### src/rtl/int_req_ctrl_pkg.sv
// rtl/int_req_ctrl_pkg.sv - shared constants, state encoding and helpers for int_req_ctrl
package int_pkg;

    localparam int          NSRC     = 4;
    localparam logic [31:0] VEC_BASE = 32'h0000_01F0;
    localparam int          LOST_W   = 8;

    typedef enum logic [1:0] {
        IDLE = 2'd0,
        REQ  = 2'd1,
        SERV = 2'd2
    } state_t;

    // One-hot decode of a 2-bit source index
    function automatic logic [3:0] onehot4(input logic [1:0] idx);
        onehot4 = 4'b0001 << idx;
    endfunction

endpackage

### src/rtl/int_req_ctrl_if.sv
// rtl/int_req_ctrl_if.sv - accelerator/CPU interrupt signal bundle for int_req_ctrl
interface int_req_ctrl_if;

    logic [3:0]  done_pulse;
    logic        int_ack;
    logic        eoi;
    logic [3:0]  irq;
    logic [31:0] vec_addr;
    logic [3:0]  pending;
    logic        busy;
    logic [1:0]  srv_id;
    logic [31:0] lost_cnt;

    modport slave (
        input  done_pulse, int_ack, eoi,
        output irq, vec_addr, pending, busy, srv_id, lost_cnt
    );

    modport master (
        output done_pulse, int_ack, eoi,
        input  irq, vec_addr, pending, busy, srv_id, lost_cnt
    );

endinterface

### src/rtl/int_req_ctrl_prio_enc4.sv
// rtl/int_req_ctrl_prio_enc4.sv - 4-input priority encoder, lowest index wins
module prio_enc4 (
    input  logic [3:0] req,
    output logic       valid,
    output logic [1:0] idx
);

    // Lowest set bit has highest priority
    always_comb begin
        valid = |req;
        idx   = 2'd0;
        casez (req)
            4'b???1: idx = 2'd0;
            4'b??10: idx = 2'd1;
            4'b?100: idx = 2'd2;
            4'b1000: idx = 2'd3;
            default: idx = 2'd0;
        endcase
    end

endmodule

### src/rtl/int_req_ctrl.sv
// rtl/int_req_ctrl.sv - interrupt request controller; INT_LOST_CNT_EN enables lost-event counters
module int_req_ctrl #(
    parameter int          NSRC     = 4,
    parameter logic [31:0] VEC_BASE = 32'h0000_01F0
) (
    input  logic            Clk,
    input  logic            reset,
    int_req_ctrl_if.slave   bus
);
    import int_pkg::*;

    state_t            state;
    logic [NSRC-1:0]   pending_q;
    logic [1:0]        srv_id_q;
    logic              enc_valid;
    logic [1:0]        enc_idx;
    logic              do_ack;
    logic [3:0]        ack_mask;
    logic              any_evt;

    prio_enc4 u_prio (
        .req   (pending_q),
        .valid (enc_valid),
        .idx   (enc_idx)
    );

    // An acknowledge only counts while a source is being presented
    assign do_ack   = (state == REQ) && bus.int_ack && enc_valid;
    assign ack_mask = do_ack ? onehot4(enc_idx) : 4'b0000;
    assign any_evt  = |(pending_q | bus.done_pulse);

    // Pending latch and IDLE/REQ/SERV sequencing; a new pulse wins over a coincident ack clear
    always_ff @(posedge Clk or posedge reset) begin
        if (reset) begin
            state     <= IDLE;
            pending_q <= '0;
            srv_id_q  <= 2'd0;
        end else begin
            pending_q <= (pending_q & ~ack_mask) | bus.done_pulse;
            case (state)
                IDLE: if (any_evt) state <= REQ;
                REQ: begin
                    if (do_ack) begin
                        srv_id_q <= enc_idx;
                        state    <= SERV;
                    end
                end
                SERV: begin
                    if (bus.eoi) state <= any_evt ? REQ : IDLE;
                end
                default: state <= IDLE;
            endcase
        end
    end

    assign bus.irq      = ((state == REQ) && enc_valid) ? onehot4(enc_idx) : 4'b0000;
    assign bus.vec_addr = (|bus.irq) ? (VEC_BASE + {28'd0, enc_idx, 2'b00}) : VEC_BASE;
    assign bus.pending  = pending_q;
    assign bus.busy     = (state == SERV);
    assign bus.srv_id   = srv_id_q;

`ifdef INT_LOST_CNT_EN
    logic [3:0]        lost_evt;
    logic [LOST_W-1:0] lost_q [4];

    assign lost_evt = bus.done_pulse & pending_q & ~ack_mask;

    // Saturating per-source count of pulses dropped onto an already pending source
    always_ff @(posedge Clk or posedge reset) begin
        if (reset) begin
            for (int i = 0; i < 4; i++) lost_q[i] <= '0;
        end else begin
            for (int i = 0; i < 4; i++) begin
                if (lost_evt[i] && (lost_q[i] != {LOST_W{1'b1}}))
                    lost_q[i] <= lost_q[i] + 1'b1;
            end
        end
    end

    assign bus.lost_cnt = {lost_q[3], lost_q[2], lost_q[1], lost_q[0]};
`else
    assign bus.lost_cnt = 32'd0;
`endif

endmodule
### src/flat_wrapper.sv
// flat-port wrapper written by rule: the top's interface ports become plain ports
module int_req_ctrl_flat import int_pkg::*;
#(
    parameter int          NSRC     = 4,
    parameter logic [31:0] VEC_BASE = 32'h0000_01F0
)
  (Clk, reset, bus_done_pulse, bus_int_ack, bus_eoi, bus_irq, bus_vec_addr, bus_pending, bus_busy, bus_srv_id, bus_lost_cnt);
  int_req_ctrl_if bus_i ();
  input  logic Clk;
  input  logic reset;
  input wire logic [$bits(bus_i.done_pulse)-1:0] bus_done_pulse;
  input wire logic [$bits(bus_i.int_ack)-1:0] bus_int_ack;
  input wire logic [$bits(bus_i.eoi)-1:0] bus_eoi;
  output wire logic [$bits(bus_i.irq)-1:0] bus_irq;
  output wire logic [$bits(bus_i.vec_addr)-1:0] bus_vec_addr;
  output wire logic [$bits(bus_i.pending)-1:0] bus_pending;
  output wire logic [$bits(bus_i.busy)-1:0] bus_busy;
  output wire logic [$bits(bus_i.srv_id)-1:0] bus_srv_id;
  output wire logic [$bits(bus_i.lost_cnt)-1:0] bus_lost_cnt;
  assign bus_i.done_pulse = bus_done_pulse;
  assign bus_i.int_ack = bus_int_ack;
  assign bus_i.eoi = bus_eoi;
  assign bus_irq = bus_i.irq;
  assign bus_vec_addr = bus_i.vec_addr;
  assign bus_pending = bus_i.pending;
  assign bus_busy = bus_i.busy;
  assign bus_srv_id = bus_i.srv_id;
  assign bus_lost_cnt = bus_i.lost_cnt;
  int_req_ctrl #(.NSRC(NSRC), .VEC_BASE(VEC_BASE)) u_core (.Clk(Clk), .reset(reset), .bus(bus_i));
endmodule
### config.mk
export PLATFORM = sky130hd
export DESIGN_NAME = int_req_ctrl_flat
export DESIGN_NICKNAME = d
export VERILOG_FILES = /design/src/rtl/int_req_ctrl_pkg.sv /design/src/rtl/int_req_ctrl_if.sv /design/src/rtl/int_req_ctrl_prio_enc4.sv /design/src/rtl/int_req_ctrl.sv /design/src/flat_wrapper.sv
export SDC_FILE = /design/constraint.sdc
export NUM_CORES = 1
export LEC_CHECK = 0
export CAP_MARGIN = 20
export CORE_ASPECT_RATIO = 0.7
export CORE_MARGIN = 4
export CORE_UTILIZATION = 32
export CTS_BUF_LIST = sky130_fd_sc_hd__clkbuf_4
export CTS_CLUSTER_DIAMETER = 60
export DETAILED_ROUTE_END_ITERATION = 7
export GPL_TIMING_DRIVEN = 0
export PLACE_DENSITY_LB_ADDON = 0.08
export SLEW_MARGIN = 20
export SYNTH_ARGS = -nofsm -noshare
export SYNTH_HDL_FRONTEND = slang
export SYNTH_SLANG_ARGS = --single-unit
### constraint.sdc
create_clock -name Clk -period 1.3 [get_ports Clk]
set_input_delay 0.26 -clock Clk [delete_from_list [all_inputs] [get_ports Clk]]
set_output_delay 0.26 -clock Clk [all_outputs]
set_load 0.05 [all_outputs]
=== Word level (Yosys, flattened, before mapping) ===
Index checks and enable logic that the tools add are counted.

* Input bits: 8
* Output and inout port bits: 75
* Bits in registers: 8

* Muxes and demuxes: 9
* Reductions and logical operators: 9
* Equality and inequality tests: 8
* Add/sub/neg operators: 1
* Bitwise logic cells: 4
* Shift operators: 1

{| class="wikitable"
|+ Operator list
! operator !! count
|-
| 2-to-1 mux 32 bit || 1
|-
| one-hot mux 2 bit (3 select lines) || 2
|-
| OR reduction 4 bit || 3
|-
| adder 9 x 4 -> 10 bit (first input constant) || 1
|-
| 2-to-1 mux 4 bit || 2
|-
| bitwise OR 4 bit || 2
|-
| 2-to-1 mux 2 bit || 3
|-
| bitwise AND 4 bit || 1
|-
| == test 2 bit (second input constant) || 2
|-
| == test 4 bit (second input constant) || 1
|-
| != test 2 x 1 -> 1 bit (second input constant) || 2
|-
| inverter 4 bit || 1
|-
| left shift 1 x 2 -> 4 bit (first input constant) || 1
|-
| == test 3 bit (second input constant) || 1
|-
| logical AND 1 bit || 3
|-
| AND reduction 3 bit || 1
|-
| == test 2 x 1 -> 1 bit (second input constant) || 1
|-
| logical NOT 2 bit || 1
|-
| != test 2 bit (second input constant) || 1
|-
| AND reduction 2 bit || 1
|-
| 2-to-1 mux 1 bit || 1
|}

=== Longest topological paths before layout ===
* Depth after elaboration: 7
* Depth in mapped cells: 3

=== Hierarchy ===
Synthesis repeated with hierarchy kept, for this count alone.

* Cells, all modules: 111
* Area, all modules: 919.6 um2

{| class="wikitable"
|+ Modules (own cells, without submodules)
! module !! instances !! area each (um2) !! cells each
|-
| int_req_ctrl || 1 || 884.6 || 104
|-
| prio_enc4 || 1 || 35.0 || 7
|}

=== Worst setup path before layout ===
No wires, ideal clock.

* Kind: register -> output
* Start point: register u_core.pending_q[0], in the netlist u_core.bus.pending[0]
* End point: output port bus_irq[0]
* Buffers on the path: 0
* Arrival time: 2.044 ns
* Setup slack: -1.004 ns
* Cell stages (with the launch flop): 3
* Required time: 1.040 ns
* Cell sequence: dfrtp_1 -> inv_1 -> nor3b_1

* Cells in the longest elaborated chain, start to end: 4

{| class="wikitable"
|+ Ends and longest elaborated chain
! item !! RTL line !! text
|-
| start, declared || int_req_ctrl.sv:13 || <nowiki>logic [NSRC-1:0] pending_q;</nowiki>
|-
| start signal, assigned || int_req_ctrl.sv:39 || <nowiki>pending_q <= (pending_q & ~ack_mask) | bus.done_pulse;</nowiki>
|-
| == test 4 bit (tied with other cells) || int_req_ctrl_prio_enc4.sv:12 || <nowiki>casez (req)</nowiki>
|-
| one-hot mux 2 bit (3 select lines) || int_req_ctrl_prio_enc4.sv:12 ||
|-
| left shift 1 x 2 -> 4 bit || int_req_ctrl_pkg.sv:16 || <nowiki>onehot4 = 4'b0001 << idx;</nowiki>
|-
| 2-to-1 mux 4 bit * || int_req_ctrl.sv:56 || <nowiki>assign bus.irq = ((state == REQ) && enc_valid) ? onehot4(enc_idx) : 4'b0000;</nowiki>
|-
| end, declared || flat_wrapper.sv:14 || <nowiki>output wire logic [$bits(bus_i.irq)-1:0] bus_irq;</nowiki>
|}

Every way passes the cells marked *; elsewhere a longest branch is shown, timed or not.

=== Worst setup path in the final report ===
* Start point: register u_core.pending_q[0], in the netlist u_core.bus.pending[0]
* End point: output port bus_vec_addr[3]

* Cells in the longest elaborated chain, start to end: 6

{| class="wikitable"
|+ Ends and longest elaborated chain
! item !! RTL line !! text
|-
| branches (longest 5 deep; another with adder 9 x 4 -> 10 bit) || n/a ||
|-
| 2-to-1 mux 32 bit * || int_req_ctrl.sv:57 || <nowiki>assign bus.vec_addr = (|bus.irq) ? (VEC_BASE + {28'd0, enc_idx, 2'b00}) : VEC_BASE;</nowiki>
|-
| end, declared || flat_wrapper.sv:15 || <nowiki>output wire logic [$bits(bus_i.vec_addr)-1:0] bus_vec_addr;</nowiki>
|}

Mark *: on every way between the ends.

==> out/metrics.sh <==
GRT_FIRST_PASS_WIRELENGTH_MM=3.070
FIN_TNS_SETUP_PS=-2321
PLACE_INST=225
WORSTSETUPENDPOINTTYPE='output pin'
DETAIL_ROUTE.WL_PER_CELL_UM=8.763
SYNTH.LIB_CELLS_USED.DISTINCT=23
P_PER_AREA_mW_PER_MM2=1351
P_LEAK_nW=0.9264
SYNTH_AREA_PER_CELL_UM2=8.494
TIMING_WORST_SETUP_PATH_TYPE='flip-flop to output pin'
CLOCK_SKEW_PS=3.317
YOSYSSEQAREASHARE=0.2162
HOLD_PATH.CLASS='input port to async pin'
SETUP_SLACK_PS=-399.6
TRITONCTS_BUFFERS=3
CRIT_FAMILY='simple AND/OR/NAND/NOR gates'
CRITPATHLAUNCHTYPE='flip-flop'
TOTAL_CORE_AREA_MM2=0.002783
TIMING.CRITICAL_PATH.REQUIRED_PS=1040
CRIT_SLOWEST_CELL='sky130_fd_sc_hd__dfrtp_4'
DRC=0
POST-LAYOUT-TOTAL-POWER_mW=2.176
YS_WARN_COUNT=0
VIOLATED_CHECKS='negative setup slack'
TIMING.MAX_CAP.VIOLATIONS=0
NUMBER_OF_ANTENNA_VIOLATIONS_AT_THE_FIRST_CHECK_IN_GLOBAL_ROUTING=0
NETLIST_AREA_BEFORE_PLACEMENT_UM2=925.9
WORSTSETUPSTARTPOINT='u_core.bus.pending[0]'
CTS_NUM_SINKS=8
CTS_HOLD_REPAIR.BUFFERS=0
TIMING.FINAL.CRIT_SHARE=1.307
LAYOUT-AREA-OVERHEAD-VS-SYNTH_PCT=73.92
CHIPWIDTH_UM=72.29
VIA_COUNT_OF_THE_FIRST_GLOBAL_ROUTING_PASS=706
FILLER_CELL_COUNT=263
VDD_IR_DROP_MAX_V=0.0008283
DIEAREA_MM2=0.003832
FIRST_ITER_VIOLATIONS=2
ROUTE.FINAL.WIRE_LENGTH_MM=2.103
CRITICAL_PATH.N_BUFFERS_INVERTERS=1
INITIAL_CORE_UTIL=0.3327
CRITICAL_PATH.CELL_CHAIN='nor4b_4, nor2b_4, buf_6'
MAX_FREQ_MHz=588.4
CP.ARRIVAL_PS=1440
ANT_NETS=0
DESIGN.PORTCOUNT=83
POST_ROUTE_CELLS_DRIVE_ABOVE_1_SHARE=0.5343
SETUP_REPAIR_AFTER_GLOBAL_ROUTING_MISSED_ITS_MARGIN='yes'
DIODES=0
SETUP_VIOL_COUNT_FINAL=10
PLACE_CONGESTION=0.7830
POST_DRT_VIA_CELL_RATIO=3.271
CTS.PATH.MAX_BUFFERS=2
REGTOREGSTARTPOINT='u_core.bus.pending[0]'
MAXIMUM_NUMBER_OF_PINS_ON_ONE_NET_BEFORE_GLOBAL_ROUTE_REPAIR=10
GRT_UTIL_ALL_LAYERS=0.1023
ROWS=16
CLK-INSERTION-DELAY-LATE_PS=250
CLKTRANSATPATHREGS_PS=60
POSTLAYOUTCOREUTIL=0.5787
DIE-HEIGHT_UM=53.01
CTS_MAX_LEVEL=1
CP_MAX_FO=4
FIN_WORST_HOLD_SLACK_PS=255.9
SYNTHCELLS=109
TRITONCTS='yes'
DRV_SLEW=0
FINISH.CELL_COUNT_WITHOUT_FILLERS=240
NNETSFINAL=214
SYNTH.FF_LATCH_COUNT=8
CTS_ROOT_BUF='sky130_fd_sc_hd__clkbuf_4'
NUMPORTBUFFERS=20
GRT.OVERFLOW.TOTAL=0
PLACE.DETAILED.HPWL_MM=1.745
FINALHOLDVIOLCOUNT=0
FINALWORSTPATHREQUIREDPERIOD_PS=1700
LARGEST_STAGE_DELAY_ON_THE_CRITICAL_PATH_PS=500
OUTCOME='complete, but fails checks'
VIA_COUNT=785
FIRST_PASS_ITERS=2
==> logic make-up (layout without fill, tap and decap cells) <==
group / Yosys count / count (layout) / share of synthesized area
AO/OA/AOI/OAI: 9 / 9 / 0.07298
buffers and inverters: 65 / 100 / 0.5149
flip-flops: 8 / 8 / 0.2162
multiplexers: 1 / 1 / 0.01081
other: 2 / 62 / 0.008111
AND/OR/NAND/NOR: 24 / 24 / 0.1770
==> report_power, final <==
| group | internal (mW) | switching, mW | leakage (nW) |
|---|---|---|---|
| Combinational | 0.602 | 0.940 | 0.830 |
| Sequential | 0.330 | 0.111 | 0.0823 |
| Clock | 0.106 | 0.0866 | 0.0138 |
==> sequential cells by signal, indices dropped and copies added, names as in the netlist <==
signal and count:
u_core.bus.pending 4, u_core.bus.srv_id 2, u_core.state 2
==> stage by stage <==
stage          cell area (um^2)  worst slack [ps]
2_1_floorplan              1185            -222.4
3_3_place_gp               1430            -831.4
3_5_place_dp               1430            -868.0
4_1_cts                    1485            -479.6
5_1_grt                    1610            -487.0
6_report                   1610            -399.6
==> area by class of cell <==
class	instances	area, um^2	share of cell area
clock buffer	3	22.52	0.01399
buffer	62	465.4	0.2890
multi-input combinational	96	541.8	0.3364
timing repair buffer	32	311.5	0.1935
tap	36	45.04	0.02797
sequential	8	210.2	0.1305
inverter	3	13.76	0.008547
==> timing repair <==
action | 4_1_cts | 5_1_grt
resized for setup | 82 | 14
pin swaps | 4 | 3
setup buffers | 3 | 9
endpoints found under the setup margin | 14 | 12
==> worst reg2reg max path: stages (launching register included) <==
cell and delay (ps):
sky130_fd_sc_hd__dfrtp_4 500, sky130_fd_sc_hd__nor4b_4 320, sky130_fd_sc_hd__buf_4 180, sky130_fd_sc_hd__nand3b_1 70
sky130_fd_sc_hd__a21o_1 160
==> layout by cell type, fill, tap and decap left out, types with 3 or more instances in the layout <==
cell / synthesis / final
sky130_fd_sc_hd__a21o_1: 3 / 3
sky130_fd_sc_hd__clkdlybuf4s50_1: 0 / 7
sky130_fd_sc_hd__nor3_1: 3 / 3
sky130_fd_sc_hd__dfrtp_2: 0 / 5
sky130_fd_sc_hd__conb_1: 2 / 62
sky130_fd_sc_hd__clkbuf_4: 0 / 4
sky130_fd_sc_hd__buf_6: 0 / 9
sky130_fd_sc_hd__nor2_1: 4 / 4
sky130_fd_sc_hd__buf_4: 62 / 72
==> routing by layer <==
layer	vias up	global-route usage	routed length [um]
li1	417	-	-
met1	325	0.1226	817
met2	43	0.1722	1038
met3	0	0.04934	248
met4	0	0.009375	0
met5	-	0	0
==> cell usage after synthesis, drive strengths merged <==
cell	instances	area (um^2)
inv	3	11.26
o21a	1	7.510
o21ai	2	10.01
o211a	1	10.01
nor3b	3	22.52
o2bb2ai	1	8.760
a21o	3	22.52
nand2b	1	6.260
nor4b	1	23.77
nor2b	3	18.77
and2	3	18.77
nand3	1	5.000
nor4	1	12.51
nor2	4	15.01
o22a	1	8.760
buf	62	465.5
nand3b	2	18.77
dfrtp	8	200.2
nand2	2	7.510
mux2i	1	10.01
nor3	3	15.01
conb	2	7.510
==> final timing paths <==
kind                                              end  slack, ps  depth (start not counted)
worst max-delay path                  bus_vec_addr[3]       -400                          3
worst min-delay path             u_core.bus.srv_id[1]        260                          2
worst max register to register  u_core.bus.pending[3]        -40                          4
worst min register to register   u_core.bus.srv_id[1]        490                          1
max in group asynchronous       u_core.bus.pending[0]        770                          2
min in group Clk                 u_core.bus.srv_id[1]        490                          1
No activity file was read; power rests on OpenSTA's default activity.
